$ cat src/rtl/cpu_pkg.sv
// Shared CPU constants, fetch FSM state encoding and the default boot address.
package cpu_pkg;
  localparam int unsigned PC_W    = 32;
  localparam int unsigned INST_W  = 32;
  localparam int unsigned IMEM_AW = 30;

  localparam logic [PC_W-1:0]   RESET_PC_DEFAULT = 32'h0000_0000;
  localparam logic [INST_W-1:0] INST_NOP         = 32'h0000_0000;

  typedef enum logic {
    BOOT = 1'b0,
    RUN  = 1'b1
  } fetch_state_t;
endpackage

$ cat src/rtl/imem_fetch_perf.sv
// Fetch performance counters (transfers and stall cycles); compiled only when
// IMEM_FETCH_PERF_EN is defined.
`ifdef IMEM_FETCH_PERF_EN
module imem_fetch_perf
  import cpu_pkg::*;
(
  input  logic            clk,
  input  logic            rst,
  input  logic            inc_fetch,
  input  logic            inc_stall,
  output logic [PC_W-1:0] fetch_count,
  output logic [PC_W-1:0] stall_count
);

  logic [PC_W-1:0] r_fetch_count;
  logic [PC_W-1:0] r_stall_count;

  always_ff @(posedge clk or posedge rst) begin
    if (rst) begin
      r_fetch_count <= '0;
      r_stall_count <= '0;
    end else begin
      if (inc_fetch) r_fetch_count <= r_fetch_count + 32'd1;
      if (inc_stall) r_stall_count <= r_stall_count + 32'd1;
    end
  end

  assign fetch_count = r_fetch_count;
  assign stall_count = r_stall_count;

endmodule
`endif

$ cat src/rtl/imem_fetch.sv
// Instruction-fetch stage feeding a synchronous ROM and handing PC/inst pairs to
// decode over valid/ready. Optional counters via IMEM_FETCH_PERF_EN.
module imem_fetch
  import cpu_pkg::*;
#(
  parameter logic [PC_W-1:0] RESET_PC = RESET_PC_DEFAULT
) (
  input  logic               clk,
  input  logic               rst,
  output logic [IMEM_AW-1:0] imem_addr,
  input  logic [INST_W-1:0]  imem_inst,
  input  logic               redirect_valid,
  input  logic [PC_W-1:0]    redirect_pc,
  output logic               if_valid,
  input  logic               if_ready,
  output logic [PC_W-1:0]    if_pc,
  output logic [INST_W-1:0]  if_inst,
  output logic [PC_W-1:0]    fetch_count,
  output logic [PC_W-1:0]    stall_count
);

  fetch_state_t    r_state;
  fetch_state_t    w_state_nxt;
  logic [PC_W-1:0] r_resp_pc;
  logic [PC_W-1:0] w_resp_pc_nxt;
  logic [PC_W-1:0] w_redirect_pc;
  logic [PC_W-1:0] w_pc_inc;
  logic            w_if_valid;

  assign w_redirect_pc = redirect_pc & ~32'd3;
  assign w_pc_inc      = r_resp_pc + 32'd4;

  always_ff @(posedge clk or posedge rst) begin
    if (rst) begin
      r_state   <= BOOT;
      r_resp_pc <= RESET_PC;
    end else begin
      r_state   <= w_state_nxt;
      r_resp_pc <= w_resp_pc_nxt;
    end
  end

  always_comb begin
    w_state_nxt   = RUN;
    w_resp_pc_nxt = r_resp_pc;
    w_if_valid    = 1'b0;
    case (r_state)
      BOOT: begin
        w_resp_pc_nxt = redirect_valid ? w_redirect_pc : RESET_PC;
      end
      RUN: begin
        w_if_valid = ~redirect_valid;
        if (redirect_valid)  w_resp_pc_nxt = w_redirect_pc;
        else if (!if_ready)  w_resp_pc_nxt = r_resp_pc;
        else                 w_resp_pc_nxt = w_pc_inc;
      end
      default: begin
        w_state_nxt   = BOOT;
        w_resp_pc_nxt = RESET_PC;
      end
    endcase
  end

  // The ROM address is always the PC the next response will belong to.
  assign imem_addr = rst ? RESET_PC[PC_W-1:2] : w_resp_pc_nxt[PC_W-1:2];
  assign if_valid  = w_if_valid;
  assign if_pc     = r_resp_pc;
  assign if_inst   = imem_inst;

`ifdef IMEM_FETCH_PERF_EN
  logic w_xfer;
  logic w_stall;

  assign w_xfer  = w_if_valid & if_ready;
  assign w_stall = w_if_valid & ~if_ready;

  imem_fetch_perf u_perf (
    .clk         (clk),
    .rst         (rst),
    .inc_fetch   (w_xfer),
    .inc_stall   (w_stall),
    .fetch_count (fetch_count),
    .stall_count (stall_count)
  );
`else
  assign fetch_count = '0;
  assign stall_count = '0;
`endif

endmodule

$ cat config.mk
export PLATFORM = sky130hd
export DESIGN_NAME = imem_fetch
export DESIGN_NICKNAME = d
export VERILOG_FILES = /design/src/rtl/cpu_pkg.sv /design/src/rtl/imem_fetch_perf.sv /design/src/rtl/imem_fetch.sv
export SDC_FILE = /design/constraint.sdc
export NUM_CORES = 1
export LEC_CHECK = 0
export BUFFER_PORTS_ARGS = -buffer_cell sky130_fd_sc_hd__buf_2
export CAP_MARGIN = 20
export CORE_ASPECT_RATIO = 0.6
export CORE_MARGIN = 2
export CORE_UTILIZATION = 40
export DETAILED_ROUTE_END_ITERATION = 16
export HOLD_SLACK_MARGIN = 0.02
export PLACE_DENSITY = 0.82
export REMOVE_ABC_BUFFERS = 1
export SKIP_CTS_REPAIR_TIMING = 1
export SLEW_MARGIN = 10
export SYNTH_ARGS = -nofsm -noshare
export SYNTH_HDL_FRONTEND = slang
export SYNTH_SLANG_ARGS = --single-unit
$ cat constraint.sdc
create_clock -name clk -period 2.3 [get_ports clk]
set_input_delay 0.23 -clock clk [delete_from_list [all_inputs] [get_ports clk]]
set_output_delay 0.23 -clock clk [all_outputs]
set_load 0.1 [all_outputs]
Word level (Yosys, flattened, before mapping). Index checks and enable logic that the tools add are counted.

Bits in registers: 33. Latch bits: 0. RAM bits: 0. ROM bits: 0. Input bits: 68. Output and inout bits: 159. Memories: 0.

$add $sub $neg: 1. Multiply operators: 0. Divide/modulo/power cells: 0. Order comparisons: 0. Equality and inequality tests: 1. Shift-type cells: 0. Multiplexer cells: 6. Bitwise gates (word level): 2. Reduce and logical (&&, ||, !) cells: 0.

Operators with widths (number): 32-bit two-way mux (3); 32-bit one-hot mux with 2 select lines (1); 32-bit by 3-bit adder with 32-bit output (second input constant) (1); 30-bit two-way mux (1); 3-bit != test (second input constant) (1); 1-bit NOT (2); 1-bit two-way mux (1).

Depth between registers and ports, before layout.
Depth in word-level cells: 5. Mapped depth: 6.

Worst setup path after synthesis. OpenSTA, ideal clock, no wires.

Path type: register to output. From: register r_resp_pc[2], in the netlist if_pc[2]. To: output port imem_addr[18]. Data arrival time: 4.220 ns. Data required time: 2.070 ns. Path slack: -2.150 ns. Cell stages (with the launch flop): 7. Buffers on the path: 0. Cells stage by stage: dfrtp_1 -> ha_1 -> nand3_1 -> nor2_1 -> nand4_1 -> xor2_1 -> o21ai_0.

Cells in the longest elaborated chain, start to end: 5.

RTL lines: start, declared (line imem_fetch.sv:24) `logic [PC_W-1:0] r_resp_pc;`; start signal, assigned (line imem_fetch.sv:39) `r_resp_pc <= w_resp_pc_nxt;`; 32-bit by 3-bit adder with 32-bit output (line imem_fetch.sv:31) `assign w_pc_inc = r_resp_pc + 32'd4;`; 32-bit two-way mux (line imem_fetch.sv:54) `else if (!if_ready) w_resp_pc_nxt = r_resp_pc;`; 32-bit two-way mux (line imem_fetch.sv:53) `if (redirect_valid) w_resp_pc_nxt = w_redirect_pc;`; 32-bit one-hot mux with 2 select lines (line imem_fetch.sv:47) `case (r_state)`; 30-bit two-way mux (line imem_fetch.sv:65) `assign imem_addr = rst ? RESET_PC[PC_W-1:2] : w_resp_pc_nxt[PC_W-1:2];`; end, declared (line imem_fetch.sv:10) `output logic [IMEM_AW-1:0] imem_addr,`.

Every way passes these cells. The select of a mux whose other input is x is not followed.

Final worst setup path.
From: register r_resp_pc[3], in the netlist if_pc[3]. To: output port imem_addr[22].

Same word-level chain as after synthesis.

==> results.toml <==
[grt]
track_usage_pct = 22.9
maximum_number_of_pins_on_one_net_before_global_route_repair = 40
grt_pass1_vias = 2241
antenna_found_initial = 0
grt_first_pass_wirelength_um = 13000
global_route.overflow_total = 0

[yosys]
synth.lib_cells_used.distinct = 37
mappedNetlistArea_sq_mm = 0.00278
number_of_enable_type_register_cells_in_the_synthesized_netlist = 0
avgSynthCellArea_sq_um = 7.95
synth_top_area_share_pct = 27.9
top_cells_by_instance_count_after_synthesis = "buf_4 (98), nand2_1 (61), o21ai_0 (47), dfrtp_1 (31), xor2_1 (20)"
yosys_register_bits = 31
synth-main-ff-cell = "dfrtp_1"
synth_sequential_area_ratio_pct = 27.9
synth.top_cells.by_area = "dfrtp_1 (28%), buf_4 (26%), o21ai_0 (8.4%)"
library_cell_with_the_largest_summed_area_after_synthesis = "dfrtp_1"
yosysWarningCount = 0
synthMostInstantiatedCell = "buf_4"
synthArstFlopShare_pct = 100
synth_cells = 350

[floorplanning]
dieHeight_um = 68.6
fp.dieW_um = 112
num_rows = 23
die_area_sq_mm = 0.00766
floorplan.core_area_sq_mm = 0.00671
design.portCount = 227
initial_core_util_pct = 41.5

[timing]
fin_skew_ps = 2.28
maxClockFrequency_ghz = 0.438
worst_slew_pin_tran_ps = 509
fin_hold_ws_ps = 149
worst_slew_margin_rel_pct = 66.0
final-max-slew-violation-count = 0
min_period_over_period_pct = 99.3
hold_viol_final = 0
finalCriticalPeriod_ps = 2280
timing.final.setup_violations = 0
unrepaired_setup_endpoints_after_global_routing = "yes"

[worst_setup_path]
crit_slowest_cell = "dfrtp_1"
crit_path_cell_trace = "ha_4, nand3_4, nor4_4, nand4_1, xor2_1, o21ai_2, buf_12"
endpoint_class_of_the_critical_path = "output port"
worst_ep_required_time_ps = 2070
cp_data_arrival_time_ps = 2050
cp_max_fanout = 4
timing_worst_setup_path_type = "reg2out"
crit_path_max_incr_delay_ps = 390
worstSetupStartpointType = "flop"

[final_layout]
finalCoreUtilization_pct = 54.3
num-fill-cells = 626
final_net_count = 502
antenna-diode-count = 0
final_layout_size_suffix_gt1_share_pct = 37.0
area_growth_pct = 30.9

[detailed_routing]
final_antenna_net_count = 0
drtPass1Iterations = 4
detail_route.wl_per_cell_um = 17.8
detail_route.drc_violations = 0
vias_per_cell = 4.68
drt-initial-drc-count = 282
totalWireLength_um = 9230
num_vias = 2427

[clock_network]
clk_root_buffer_cell = "clkbuf_16"
cts-htree-levels = 2
cts-buffers-inserted = 5
cts.sink_count = 31
cts.clk_slew.worst_paths_ps = 50
insertion_delay_ps = 270
cts_tree = "done"
max-clock-path-buffers = 2

[placement]
dp_hpwl_um = 7260
numPortBuffers = 94
globalplace.congestion = 0.824

[power]
netSwitchingPower_mw = 1.43
share_clk_of_total_power_pct = 22.5
ir_worst_vdd_mv = 0.275
power.share.switching_pct = 54.4
powerDensity_mw_per_mm2 = 724
report.power.total_mw = 2.64
power_share_of_the_combinational_group_pct = 53.1
power.share.sequential_pct = 24.4
internal-power_mw = 1.20
p_leak_nw = 1.73

[run_status]
run_status = "finished clean"

[run]
drv.max_cap_violation_count = 0

[min_path]
hp-class = "in2async"
## path summary, 6_finish.rpt
check	startpoint	end	slack, ps	cells past startpoint
worst min-delay path	rst	if_pc[22]	150	3
min in group clk	redirect_pc[13]	if_pc[13]	180	3
worst max-delay path	if_pc[3]	imem_addr[22]	20	7
max in group asynchronous	rst	if_pc[15]	1800	3
worst max register to register	if_pc[16]	if_pc[22]	590	5
worst min register to register	r_state	if_pc[13]	630	2
## flip-flops by register name (all words and copies together) (netlist names)
signal,count
if_pc,30
r_state,1
## cells in the final DEF, fill, tap and decap left out, types with 2 or more instances in the layout
cell type and n:
a32o_1 2, and2_1 6, and3_1 5, and4_1 3, buf_12 24, buf_2 69, buf_4 26, clkbuf_16 5
conb_1 67, dfrtp_1 22, dfrtp_2 9, inv_1 3, nand2_1 60, nand3_1 6, nand3_4 4, nand4_1 11
nand4b_1 2, nor2_1 6, nor3_4 2, nor4_4 2, o21ai_0 27, o21ai_1 16, o21ai_2 6, o31ai_1 2
xnor2_1 8, xor2_1 20
## per-layer routing
layer,vias up,wire length (um),GRT usage [%],share of wire (%)
met1,1111,4430,33.1,48
met3,6,1080,12.0,12
met5,-,71,8.00,0.77
met2,137,3620,28.7,39
li1,1171,-,-,-
met4,2,23,4.63,0.25
## power by group through the flow
stage / logic [mW] / clock network, mW / registers [mW]
CTS: 1.36 / 0.613 / 0.640
detailed placement: 1.35 / 0 / 0.649
finish: 1.40 / 0.594 / 0.644
global route: 1.45 / 0.643 / 0.650
global placement: 1.35 / 0 / 0.645
floorplan: 0.804 / 0 / 0.931
## stage by stage
stage | cell area (sq um) | setup slack, ps | std cells | TNS [ps]
after floorplan | 2250 | -2150 | 306 | -48160
after global placement | 3270 | 20.7 | 498 | 0
after detailed placement | 3270 | -54.5 | 498 | -101
after CTS | 3400 | -350 | 504 | -3610
after global routing | 3640 | -92.1 | 519 | -539
final | 3640 | 15.8 | 519 | 0
## final cells by class
cell class	count	area, sq um	share of cell area (%)
sequential	31	787	21.6
tap	87	109	2.99
inverter	4	15.0	0.412
multi-input combinational	271	1580	43.2
clock buffer	6	129	3.54
timing repair buffer	120	1030	28.2
## worst max-delay path, delay by kind of cell, from the launching register on
family / cells / cell delay [ps]
adders and majority gates: 1 / 170
xor gates and xnor gates: 1 / 200
DFF: 1 / 390
AOI/OAI and AO/OA: 1 / 200
and+or+nand+nor: 3 / 610
buffers and inverters: 1 / 200
## logic make-up (layout without fill, tap and decap cells)
group,count (synthesis),count (layout),share of synthesized area [%]
buffers and inverters,113,130,28.5
adder cells (fa/ha/maj),1,1,0.449
other,2,67,0.270
AO/OA/AOI/OAI,55,55,10.6
AND/OR/NAND/NOR,119,119,23.2
multiplexers,1,1,0.360
flip-flops,31,31,27.9
XOR/XNOR,28,28,8.81
No activity file was read; power rests on OpenSTA's default activity.
